File: config.mk
export PLATFORM = sky130hd
export DESIGN_NAME = instr_fetch
export DESIGN_NICKNAME = d
export VERILOG_FILES = /design/src/rtl/fetch_pkg.sv /design/src/rtl/br_target_calc.sv /design/src/rtl/instr_fetch.sv
export SDC_FILE = /design/constraint.sdc
export NUM_CORES = 1
export LEC_CHECK = 0
export ABC_AREA = 1
export CAP_MARGIN = 20
export CORE_ASPECT_RATIO = 1.25
export CORE_UTILIZATION = 40
export DETAILED_ROUTE_END_ITERATION = 6
export PLACE_DENSITY = 0.69
export SYNTH_ARGS = -nofsm -noshare
export SYNTH_HDL_FRONTEND = slang
export SYNTH_SLANG_ARGS = --single-unit
export TNS_END_PERCENT = 10
File: constraint.sdc
create_clock -name clk_i -period 8.9 [get_ports clk_i]
set_clock_uncertainty 0.05 [all_clocks]
set_input_delay 0.89 -clock clk_i [delete_from_list [all_inputs] [get_ports clk_i]]
set_output_delay 0.89 -clock clk_i [all_outputs]
set_load 0.005 [all_outputs]
File: src/rtl/fetch_pkg.sv
// Shared constants and helpers for the instruction-fetch front end.
package fetch_pkg;

    localparam logic [31:0] NOP_INSTR = 32'hD503201F;

    localparam logic [5:0] OP_B   = 6'b000101;
    localparam logic [5:0] OP_CBZ = 6'b101101;
    localparam logic [5:0] OP_BLT = 6'b010101;

    localparam int unsigned PC_INC   = 4;
    localparam int unsigned PC_W_MAX = 64;

    // Extended to the widest supported PC; callers truncate to their PC_W.
    function automatic logic [PC_W_MAX-1:0] sext19(input logic [18:0] x);
        return {{(PC_W_MAX - 19){x[18]}}, x};
    endfunction

    function automatic logic [PC_W_MAX-1:0] sext26(input logic [25:0] x);
        return {{(PC_W_MAX - 26){x[25]}}, x};
    endfunction

endpackage

File: src/rtl/br_target_calc.sv
// Branch target: PC of the EX instruction plus the sign-extended word offset.
module br_target_calc
    import fetch_pkg::*;
#(
    parameter int unsigned PC_W = 64
) (
    input  logic [PC_W-1:0] pc_ex_i,
    input  logic            uncond_br_i,
    input  logic [18:0]     cond_addr19_i,
    input  logic [25:0]     br_addr26_i,
    output logic [PC_W-1:0] target_o
);

    logic [PC_W_MAX-1:0] off_full;
    logic [PC_W-1:0]     off_bytes;

    assign off_full  = uncond_br_i ? sext26(br_addr26_i) : sext19(cond_addr19_i);
    assign off_bytes = off_full[PC_W-1:0] << 2;
    assign target_o  = pc_ex_i + off_bytes;

endmodule

File: src/rtl/instr_fetch.sv
// IF stage: owns the PC, drives imem, holds the IF/ID register and handles redirects.
module instr_fetch
    import fetch_pkg::*;
#(
    parameter int unsigned     PC_W       = 64,
    parameter logic [PC_W-1:0] RESET_PC   = '0,
    parameter bit              DELAY_SLOT = 1'b1
) (
    input  logic            clk_i,
    input  logic            rst_i,
    input  logic            stall_i,
    input  logic            br_taken_i,
    input  logic            uncond_br_i,
    input  logic [18:0]     cond_addr19_i,
    input  logic [25:0]     br_addr26_i,
    output logic [PC_W-1:0] imem_addr_o,
    input  logic [31:0]     imem_rdata_i,
    output logic [31:0]     instr_id_o,
    output logic [PC_W-1:0] pc_id_o,
    output logic            valid_id_o
);

    logic [PC_W-1:0] pc_q, pc_d;
    logic [PC_W-1:0] pc_id_q, pc_id_d;
    logic [PC_W-1:0] pc_ex_q, pc_ex_d;
    logic [31:0]     instr_q, instr_d;
    logic            valid_q, valid_d;
    logic [PC_W-1:0] target;
    logic            squash_id;

    br_target_calc #(
        .PC_W (PC_W)
    ) u_br_target_calc (
        .pc_ex_i       (pc_ex_q),
        .uncond_br_i   (uncond_br_i),
        .cond_addr19_i (cond_addr19_i),
        .br_addr26_i   (br_addr26_i),
        .target_o      (target)
    );

    always_comb begin
        pc_d    = pc_q;
        instr_d = instr_q;
        pc_id_d = pc_id_q;
        valid_d = valid_q;
        pc_ex_d = pc_ex_q;
        if (br_taken_i) begin
            // Redirect wins over stall; the word fetched this cycle is dropped.
            pc_d    = target;
            instr_d = NOP_INSTR;
            pc_id_d = pc_q;
            valid_d = 1'b0;
            pc_ex_d = pc_id_q;
        end else if (!stall_i) begin
            pc_d    = pc_q + PC_W'(PC_INC);
            instr_d = imem_rdata_i;
            pc_id_d = pc_q;
            valid_d = 1'b1;
            pc_ex_d = pc_id_q;
        end
    end

    always_ff @(posedge clk_i or posedge rst_i) begin
        if (rst_i) begin
            pc_q    <= RESET_PC;
            instr_q <= NOP_INSTR;
            pc_id_q <= '0;
            valid_q <= 1'b0;
            pc_ex_q <= '0;
        end else begin
            pc_q    <= pc_d;
            instr_q <= instr_d;
            pc_id_q <= pc_id_d;
            valid_q <= valid_d;
            pc_ex_q <= pc_ex_d;
        end
    end

    // Without a delay slot the ID instruction is turned into a NOP as it moves to EX.
    assign squash_id   = br_taken_i && !DELAY_SLOT;
    assign imem_addr_o = pc_q;
    assign instr_id_o  = squash_id ? NOP_INSTR : instr_q;
    assign valid_id_o  = squash_id ? 1'b0 : valid_q;
    assign pc_id_o     = pc_id_q;

endmodule

==> impl_results.md <==
* Status: finished clean
* Via density at 5.340
* Initial antenna violation count at 3
* Async set or reset register ratio after synthesis at 100.0%
* Internal power at between 3 and 4 mW
* Worst setup path class: in2reg
* DIE HEIGHT at approximately 230 um
* P&R area growth vs syn at 23.71%
* Worst-skew pair later-pin latency at roughly 0.58 ns
* Die X at 182.1 um
* Post-synth top cells: nand2_1, inv_1, dfrtp_1
* Reg-to-reg startpoint: pc_ex_q[2]$_DFFE_PP0N_
* Top-count cell post-synth: nand2_1
* Wire length on met2 at 29700 um
* R2r setup slk at 5.82 ns
* Nets at ~2.9k
* Site Rows at 82
* DRT antenna net count at 0
* Share of post-route cells with drive strength above 1 at under 10%
* RSZ-0062 raised after global routing: no
* TritonCTS Buffers at 25
* PortBufs at 242
* Tcrit/Tclk final at 55.32%
* Fill cells at about 4.1k
* I/O pins at 243
* Switch share at between 40% and 50%
* EDFF count, synth at 0
* All-layer global routing usage at between 30% and 40%
* Worst r2r dst: imem_addr_o[42]$_DFFE_PP0N_
* Clock Tree Root: clkbuf_16
* Sequential Area at roughly 5600 um^2
* Largest stage delay, worst path at around 0.51 ns
* Worst EP required at a little over 9 ns
* Critical Path AT at 5.37 ns
* Synth area leader: dfrtp_1
* Core area at 40010 um^2
* Worst-path cell chain: clkdlybuf4s50_1 -> buf_4 -> clkinv_1 -> nand2_1 -> nand2_1 -> buf_4 -> ha_1 -> nand2_1 -> nor2_1 -> nand2_1 -> o21ai_0 -> nand2_1 -> nand4_1 -> nand3_1 -> a21oi_1
* CP endpoint kind: flop
* Largest net degree at the start of global routing at between 100 and 150
* Register area share after synthesis at roughly a third
* Cell Area, Synth at approximately 16000 um^2
* Slew headroom at 35.31%
* Delay-heaviest family, CP: simple AND/OR/NAND/NOR gates
* First drt pass iteration count at 7
* Cell Area, Placed at between 15000 and 20000 um^2
* Synth top area cells: dfrtp_1, nand2_1, inv_1
* Syn. warnings at 0
* Synth unique cells at slightly above 50
* Post-cts hold buffer count at 0
* Pins Over Slew Limit at 0
* Yosys top cell area share at 32.70%
* VDD IR-drop max at about 0.16 mV
* CTS tree: built
* Crit path buf inv count at 4
* Htree depth at 1
* Remaining Overflow, GRT at 0
* Critical Path Source Type: primary input
* FF-to-FF path depth at 15
* DR vias at 17.30k
* Static leakage at roughly 10 nW
* Crit path time final at 4.924 ns
* Post-Syn Instances at approximately 2.5k
* Max FO, Critical Path at 37
* CP startpoint: uncond_br_i
* Number of global-route vias before repair at roughly 17k
* CTS resizes at 0
* Clock transition at path regs at 0.07 ns
* Max Clock Freq at between 0.2 and 0.25 GHz
* GPL Wtd Cong at between 0.9 and 1
* Post-synthesis net count at ~2.6k
* First-pass GRT wire length at between 90000 and 100000 um
* Uppermost layer routed: met5
* Yosys reg bits at around 230
* Wire length on met3 at slightly below 5000 um
* Finish-stage setup viols at 0
* Initial drt markers at 1564
* Post-synth top flop: dfrtp_1
* Routed length per instance at approximately 20 um
* Post CTS Setup Buffer Count at 0
* Sequential share of power at 31.4%
* DIE AREA at roughly 41000 um^2
* Slowest cell on the critical path: ha_1
* Design Area, Final at 20070 um^2
* Worst Hold Class: reg2reg
* WHS Path Cells at 2
* Pwr per Cell Area at 278.4 nW/um^2
* HPWL after detailed placement at 51700 um
* Total Wirelength at 65350 um
* Worst-margin pin slew at 0.9704 ns
* Max-Cap Viols at 0
* Area of the multi-input gates at just under 9000 um^2
* Worst path most repeated cell: nand2_1
* Syn_area_per_cell at 6.500 um^2
* Setup TNS at 0 ns
* Clock power share at a little over a fifth
* Sw power at around 2.5 mW
* Post-route DRC at 0
* CTS Sinks at about 230
* Startpoint of the worst hold path: pc_ex_q[0]$_DFFE_PP0N_
* CTS max path bufs at 3
* Fin. Hold Viols at 0
* Initial Utilization at around two fifths
* Min-Delay Endpoint: imem_addr_o[0]$_DFFE_PP0P_
* Comb power frac at a little under half
* M1 WL at 28430 um
==> cells in the final DEF (no fill, tap or decap), types with 13 or more instances in the layout <==
master	instances
a21oi_1	123
nor3_1	33
o21ai_0	124
inv_1	352
dfrtp_1	212
clkdlybuf4s50_1	241
nand4_1	35
o21bai_1	16
clkbuf_16	25
a22o_1	19
o22a_1	13
nand3_1	139
dfstp_2	13
o21ai_1	13
xor2_1	23
ha_1	62
nand2_1	952
nor2_1	198
==> per-stage QoR <==
stage	cells	total power, mW	hold WS, ns	util (%)	setup slack (ns)
2_1_floorplan	2496	3.052	0.3988	-	1.819
3_3_place_gp	3190	4.311	0.4102	47.69	3.472
3_5_place_dp	3190	4.324	0.4224	47.69	3.480
4_1_cts	3236	5.569	0.4409	50.04	4.070
5_1_grt	3238	5.955	0.4671	50.16	3.620
6_report	3239	5.588	0.4342	50.16	3.976
==> metal layers <==
layer | vias to the layer above | GRT usage, %
met1 | 8142 | 41.80
met5 | - | 0
li1 | 8338 | -
met3 | 125 | 5.903
met4 | 4 | 11.09
met2 | 687 | 52.14
==> state kept, by name (all words and copies together) (netlist names) <==
name / cells
imem_addr_o: 64
pc_ex_q: 64
pc_id_o: 64
instr_id_o: 32
valid_id_o: 1
==> worst min-delay path, cell delays in order, from the launching register on <==
cell and delay, ns:
dfrtp_1 0.34, nand2_1 0.05, o21ai_0 0.06
==> kinds of logic (layout without fill, tap and decap cells) <==
| group | after synthesis | after routing | share of synthesized area [%] |
|---|---|---|---|
| DFF | 225 | 225 | 34.80 |
| and+or+nand+nor | 1430 | 1430 | 37.42 |
| buffers and inverters | 425 | 663 | 10.17 |
| adders and majority gates | 63 | 63 | 4.905 |
| AOI/OAI and AO/OA | 330 | 330 | 11.46 |
| other | 0 | 1 | 0 |
| xor gates and xnor gates | 23 | 23 | 1.242 |
==> area by class of cell <==
cell class	count	share of cell area, %
well taps	504	3.142
diodes	1	0.01247
clock buffers	26	3.185
multi-input cells	1846	44.51
repair buffers	255	12.69
flip-flops and latches	225	28.13
clock inverters	20	1.502
inverters	362	6.820
==> how the worst max path moves through the flow <==
stage / end / slack [ns] / cells past startpoint
final: imem_addr_o[48]$_DFFE_PP0N_ / 3.98 / 15
after global routing: imem_addr_o[54]$_DFFE_PP0N_ / 3.62 / 18
after floorplan: imem_addr_o[0]$_DFFE_PP0P_ / 1.82 / 1
after global placement: imem_addr_o[48]$_DFFE_PP0N_ / 3.47 / 15
after detailed placement: imem_addr_o[54]$_DFFE_PP0N_ / 3.48 / 18
after CTS: imem_addr_o[48]$_DFFE_PP0N_ / 4.07 / 15
==> power by group through the flow <==
stage                     sequential, mW  clock (mW)  combinational, mW
after floorplan                     1.62           0               1.43
after global placement              1.75           0               2.56
after detailed placement            1.75           0               2.57
after CTS                           1.74        1.24               2.59
after global routing                1.78        1.28               2.89
final                               1.75        1.21               2.62
No activity file was read; power rests on OpenSTA's default activity.
